[config.mk]
export PLATFORM = sky130hd
export DESIGN_NAME = grf_mp
export DESIGN_NICKNAME = d
export VERILOG_FILES = /design/src/rtl/grf_pkg.sv /design/src/rtl/grf_rd_mux.sv /design/src/rtl/grf_mp.sv
export SDC_FILE = /design/constraint.sdc
export NUM_CORES = 2
export LEC_CHECK = 0
export CAP_MARGIN = 0
export CORE_MARGIN = 3
export CORE_UTILIZATION = 30
export DETAILED_ROUTE_END_ITERATION = 10
export PLACE_DENSITY_LB_ADDON = 0.08
export RECOVER_POWER = 100
export SYNTH_ARGS = -nofsm -noshare
export SYNTH_HDL_FRONTEND = slang
export SYNTH_HIERARCHICAL = 1
export SYNTH_SLANG_ARGS = --single-unit
[constraint.sdc]
create_clock -name clk -period 3.7 [get_ports clk]
set_clock_uncertainty 0.1 [all_clocks]
set_input_delay 0.74 -clock clk [delete_from_list [all_inputs] [get_ports clk]]
set_output_delay 0.74 -clock clk [all_outputs]
set_load 0.005 [all_outputs]
[src/rtl/grf_pkg.sv]
// Shared constants and helpers for the multi-port general-purpose register file.
package grf_pkg;

    localparam int GRF_DW   = 32;
    localparam int GRF_AW   = 5;
    localparam int ZERO_REG = 0;

    // LSB position of packed port i in a bus of equal-width fields.
    function automatic int port_lsb(input int i, input int width);
        return i * width;
    endfunction

endpackage

[src/rtl/grf_rd_mux.sv]
// One read port: zero-register check, write-port bypass (port 1 first), array select.
module grf_rd_mux
    import grf_pkg::*;
#(
    parameter int DW     = GRF_DW,
    parameter int AW     = GRF_AW,
    parameter int BYPASS = 1
) (
    input  logic          reset_i,
    input  logic [AW-1:0] ra_i,
    input  logic          we0_i,
    input  logic [AW-1:0] wa0_i,
    input  logic [DW-1:0] wd0_i,
    input  logic          we1_i,
    input  logic [AW-1:0] wa1_i,
    input  logic [DW-1:0] wd1_i,
    input  logic [DW-1:0] mem_i [2**AW],
    output logic [DW-1:0] rd_o
);

    logic hit0;
    logic hit1;
    logic fwd_ok;

    assign hit0   = we0_i && (wa0_i == ra_i);
    assign hit1   = we1_i && (wa1_i == ra_i);
    // A write presented during reset is dropped, so it must never be forwarded.
    assign fwd_ok = (BYPASS != 0) && !reset_i;

    // Select the read data: register 0 is always zero, then bypass, then storage.
    always_comb begin
        rd_o = mem_i[ra_i];
        if (ra_i == AW'(ZERO_REG)) begin
            rd_o = '0;
        end else if (fwd_ok && hit1) begin
            rd_o = wd1_i;
        end else if (fwd_ok && hit0) begin
            rd_o = wd0_i;
        end
    end

endmodule

[src/rtl/grf_mp.sv]
// Parametrised register file: two prioritised write ports, NUM_RD combinational
// read ports with optional same-cycle bypass, and a per-register written bitmap.
module grf_mp
    import grf_pkg::*;
#(
    parameter int DW     = GRF_DW,
    parameter int AW     = GRF_AW,
    parameter int NUM_RD = 2,
    parameter int BYPASS = 1
) (
    input  logic                 clk,
    input  logic                 reset,
    input  logic [NUM_RD*AW-1:0] ra,
    output logic [NUM_RD*DW-1:0] rd,
    input  logic                 we0,
    input  logic [AW-1:0]        wa0,
    input  logic [DW-1:0]        wd0,
    input  logic                 we1,
    input  logic [AW-1:0]        wa1,
    input  logic [DW-1:0]        wd1,
    output logic [2**AW-1:0]     written
);

    localparam int DEPTH = 2**AW;

    logic [DW-1:0]    mem_q [DEPTH];
    logic [DEPTH-1:0] written_q;
    logic             commit0;
    logic             commit1;

    assign commit0 = we0 && (wa0 != AW'(ZERO_REG));
    assign commit1 = we1 && (wa1 != AW'(ZERO_REG));

    // Commit writes; port 1 is applied last so it wins an address collision.
    always_ff @(posedge clk) begin
        if (reset) begin
            for (int k = 0; k < DEPTH; k++) begin
                mem_q[k] <= '0;
            end
            written_q <= '0;
        end else begin
            if (commit0) begin
                mem_q[wa0]     <= wd0;
                written_q[wa0] <= 1'b1;
            end
            if (commit1) begin
                mem_q[wa1]     <= wd1;
                written_q[wa1] <= 1'b1;
            end
        end
    end

    assign written = written_q;

    for (genvar i = 0; i < NUM_RD; i++) begin : g_rd
        grf_rd_mux #(
            .DW     (DW),
            .AW     (AW),
            .BYPASS (BYPASS)
        ) u_rd_mux (
            .reset_i (reset),
            .ra_i    (ra[port_lsb(i, AW) +: AW]),
            .we0_i   (we0),
            .wa0_i   (wa0),
            .wd0_i   (wd0),
            .we1_i   (we1),
            .wa1_i   (wa1),
            .wd1_i   (wd1),
            .mem_i   (mem_q),
            .rd_o    (rd[port_lsb(i, DW) +: DW])
        );
    end

endmodule

==> qor.csv <==
metric,value,unit
"Hold-fix buffers, CTS",0,
DR top layer,met5,
Cells after Synth,7836,
"Top cell by count, worst path",clkbuf_2,
number of I/O port buffers,183,
CP endpoint kind,flop,
Seq cells post-synth,1056,
pin count of the biggest net entering global routing,181,
commonest register cell after synthesis,dfxtp_1,
Post-synth EDFFs,0,
top-count cell post-synth,clkbuf_1,
worst r2r path cells,2,
Yosys cell types,68,
Sink Count,1056,
cells taking the most area after synthesis,"dfxtp_1 (31%), mux4_2 (16%), a311oi_1 (13%), nor3_1 (7.8%), o21ai_0 (7.2%)",
VDD IR max,0.0003819,V
Syn Area/Cell,8.678,um2
Slew HR,-95.84,%
Mapped Area,68000,um2
RSZ-0062 raised after global routing,yes,
Initial Util,30.21,%
Worst EP required,4.19,ns
H-tree Lvls,4,
Synth top area share,31.09,%
met1 wire length,172100,um
worst hold slack,0.3729,ns
Synth Net Count,7924,
total track usage,38.19,%
DR iter-0 viols,11700,
Tcrit/Tclk final,108.3,%
Max Cap Viol,8,
die area,232400,um2
Finished Core Util,39.23,%
clk root buf,clkbuf_16,
wire length per cell,41.63,um
worst-path cell chain,clkbuf_2 > clkbuf_2 > clkbuf_2 > nand2_2 > buf_8 > o21ai_0 > a311oi_1,
routed vias,79610,
post-route minimum period,4.007,ns
row count,174,
Ports,184,
fraction of registers with async set/reset,0,%
Post-DRT Antenna Nets,0,
WS Path Type,input port to flop,
DP HPWL,291000,um
Die X,482.1,um
commonest cells in the netlist,"clkbuf_1 (1061), dfxtp_1 (1056), nor3_1 (1054)",
met2 WL post-DR,201600,um
Max Freq,0.2496,GHz
"area leader, netlist",dfxtp_1,
Max stage delay on crit path,1.44,ns
slew of the pin with the lowest slew margin,2.938,ns
post-synthesis sequential area ratio,31.09,%
# fillers,22290,
TritonCTS Buffers,138,
Startpoint Class,input port,
die height,482.1,um
Hold Path Class,flop to flop,
Pleak,27.49,nW
Power Dens Cells,370.4,nW/um2
WHS Path Cells,1,
vias per inst,7.168,
RePlAce Congestion,0.9741,
CTS tree,built,
initial antenna violation count,38,
synth-to-layout area growth,29.86,%
final wirelength,462200,um
first-pass GRT wire length,635800,um
vias in the first global route,75190,
clock buffer depth,3,
CP max FO,39,
setup ws final,-0.3070,ns
number of detailed-route iterations in the first pass,7,
DRC Markers,0,
fraction of layout cells with a size suffix above 1,28.85,%
Skew-Pair Late Insertion Delay,0.82,ns
Core ar.,225100,um2
crit path max-delay cell type,clkbuf_2,
"Hold Vio Cnt, Final",0,
grt ovf,0,
WL met3,56220,um
failing checks,"max-capacitance violations, max-slew violations, negative setup slack",
Yosys warnings,6,
Final Slew Violations,397,
crit path DAT,4.49,ns
final setup fails,574,
run status,finished with violations,
final-stage net count,8069,
clk slew on worst S/H paths,0.06,ns
cell type report:
type / instances / area (um2) / share of cell area, %
Sequential cell: 1056 / 21180 / 23.99
Clock inverter: 29 / 336.6 / 0.3811
Clock buffer: 221 / 4245 / 4.808
Tap cell: 2992 / 3744 / 4.239
Multi-Input combinational cell: 5415 / 43840 / 49.64
Inverter: 60 / 225.2 / 0.2550
Timing Repair Buffer: 1310 / 14680 / 16.62
Antenna cell: 22 / 55.05 / 0.06234
cells in the final DEF, fill, tap and decap left out, drive strengths merged, types with 47 or more instances in the layout:
cell and count:
buf 1134, dfxtp 1056, nor3 1055, o21ai 996
a311oi 994, nand3 555, mux4 498, clkbuf 305
nand2 297, nand4 204, o22ai 129, a22oi 76
inv 66, nor2b 62, clkdlybuf4s50 54, a21oi 52
mux2i 52, nor2 47
critical path, delay by kind of cell:
kind / cells / cell delay [ns]
and+or+nand+nor: 1 / 0.77
buffers and inverters: 4 / 2.48
AOI/OAI and AO/OA: 2 / 0.35
where the power goes:
| group | leakage, nW | switching, mW | internal (mW) | total (mW) |
|---|---|---|---|---|
| clock network | 2.26 | 6.03 | 8.27 | 14.3 |
| registers | 8.55 | 0.173 | 11.6 | 11.8 |
| logic | 16.7 | 4.40 | 2.24 | 6.64 |
metrics by stage:
| stage | TNS (ns) | std cells | power [mW] | area (um2) | worst slack [ns] |
|---|---|---|---|---|---|
| 6_report | -74.26 | 11110 | 32.71 | 88300 | -0.3070 |
| 5_1_grt | -16.55 | 11090 | 33.17 | 88260 | -0.2093 |
| 4_1_cts | -5.388 | 11060 | 32.39 | 87840 | -0.2009 |
| 3_5_place_dp | -56.17 | 10660 | 17.84 | 79000 | -1.374 |
| 3_3_place_gp | -56.77 | 10660 | 17.83 | 78980 | -1.334 |
| 2_1_floorplan | 0 | 7836 | 14.37 | 68000 | 0.3008 |
flip-flops by register name, summed over array words and instances (netlist names):
register,cells
mem_q,1024
written,32
cells by family (layout without fill, tap and decap cells):
group / Yosys count / count (layout) / synth area share, %
mux: 556 / 556 / 17.36
simple gates: 2401 / 2401 / 18.21
flops: 1056 / 1056 / 31.09
xor+xnor: 20 / 20 / 0.2576
compound gates: 2438 / 2438 / 24.96
buf+inv: 1365 / 1620 / 8.122
other cells: 0 / 22 / 0
per-layer routing:
layer	vias up	track usage, %
met5	-	0.6536
met3	1421	11.73
met4	24	22.66
li1	31540	-
met1	40470	48.35
met2	6159	57.00
worst paths after layout:
path | slack, ns | endpoint | from
worst min register to register | 0.37 | written[0]$_SDFF_PP0_ | written[0]$_SDFF_PP0_
worst max-delay path | -0.31 | mem_q[914]$_SDFF_PP0_ | wa0[1]
worst min-delay path | 0.37 | written[0]$_SDFF_PP0_ | written[0]$_SDFF_PP0_
worst max register to register | 2.45 | mem_q[633]$_SDFF_PP0_ | mem_q[633]$_SDFF_PP0_
repair_timing:
action	in CTS	in global routing
setup endpoints to repair	64	63
cloned	20	8
resized for setup	815	187
hold endpoints to repair	0	0
pin swaps	172	128
setup buffers	159	46
Power figures use the tool's default switching activity.
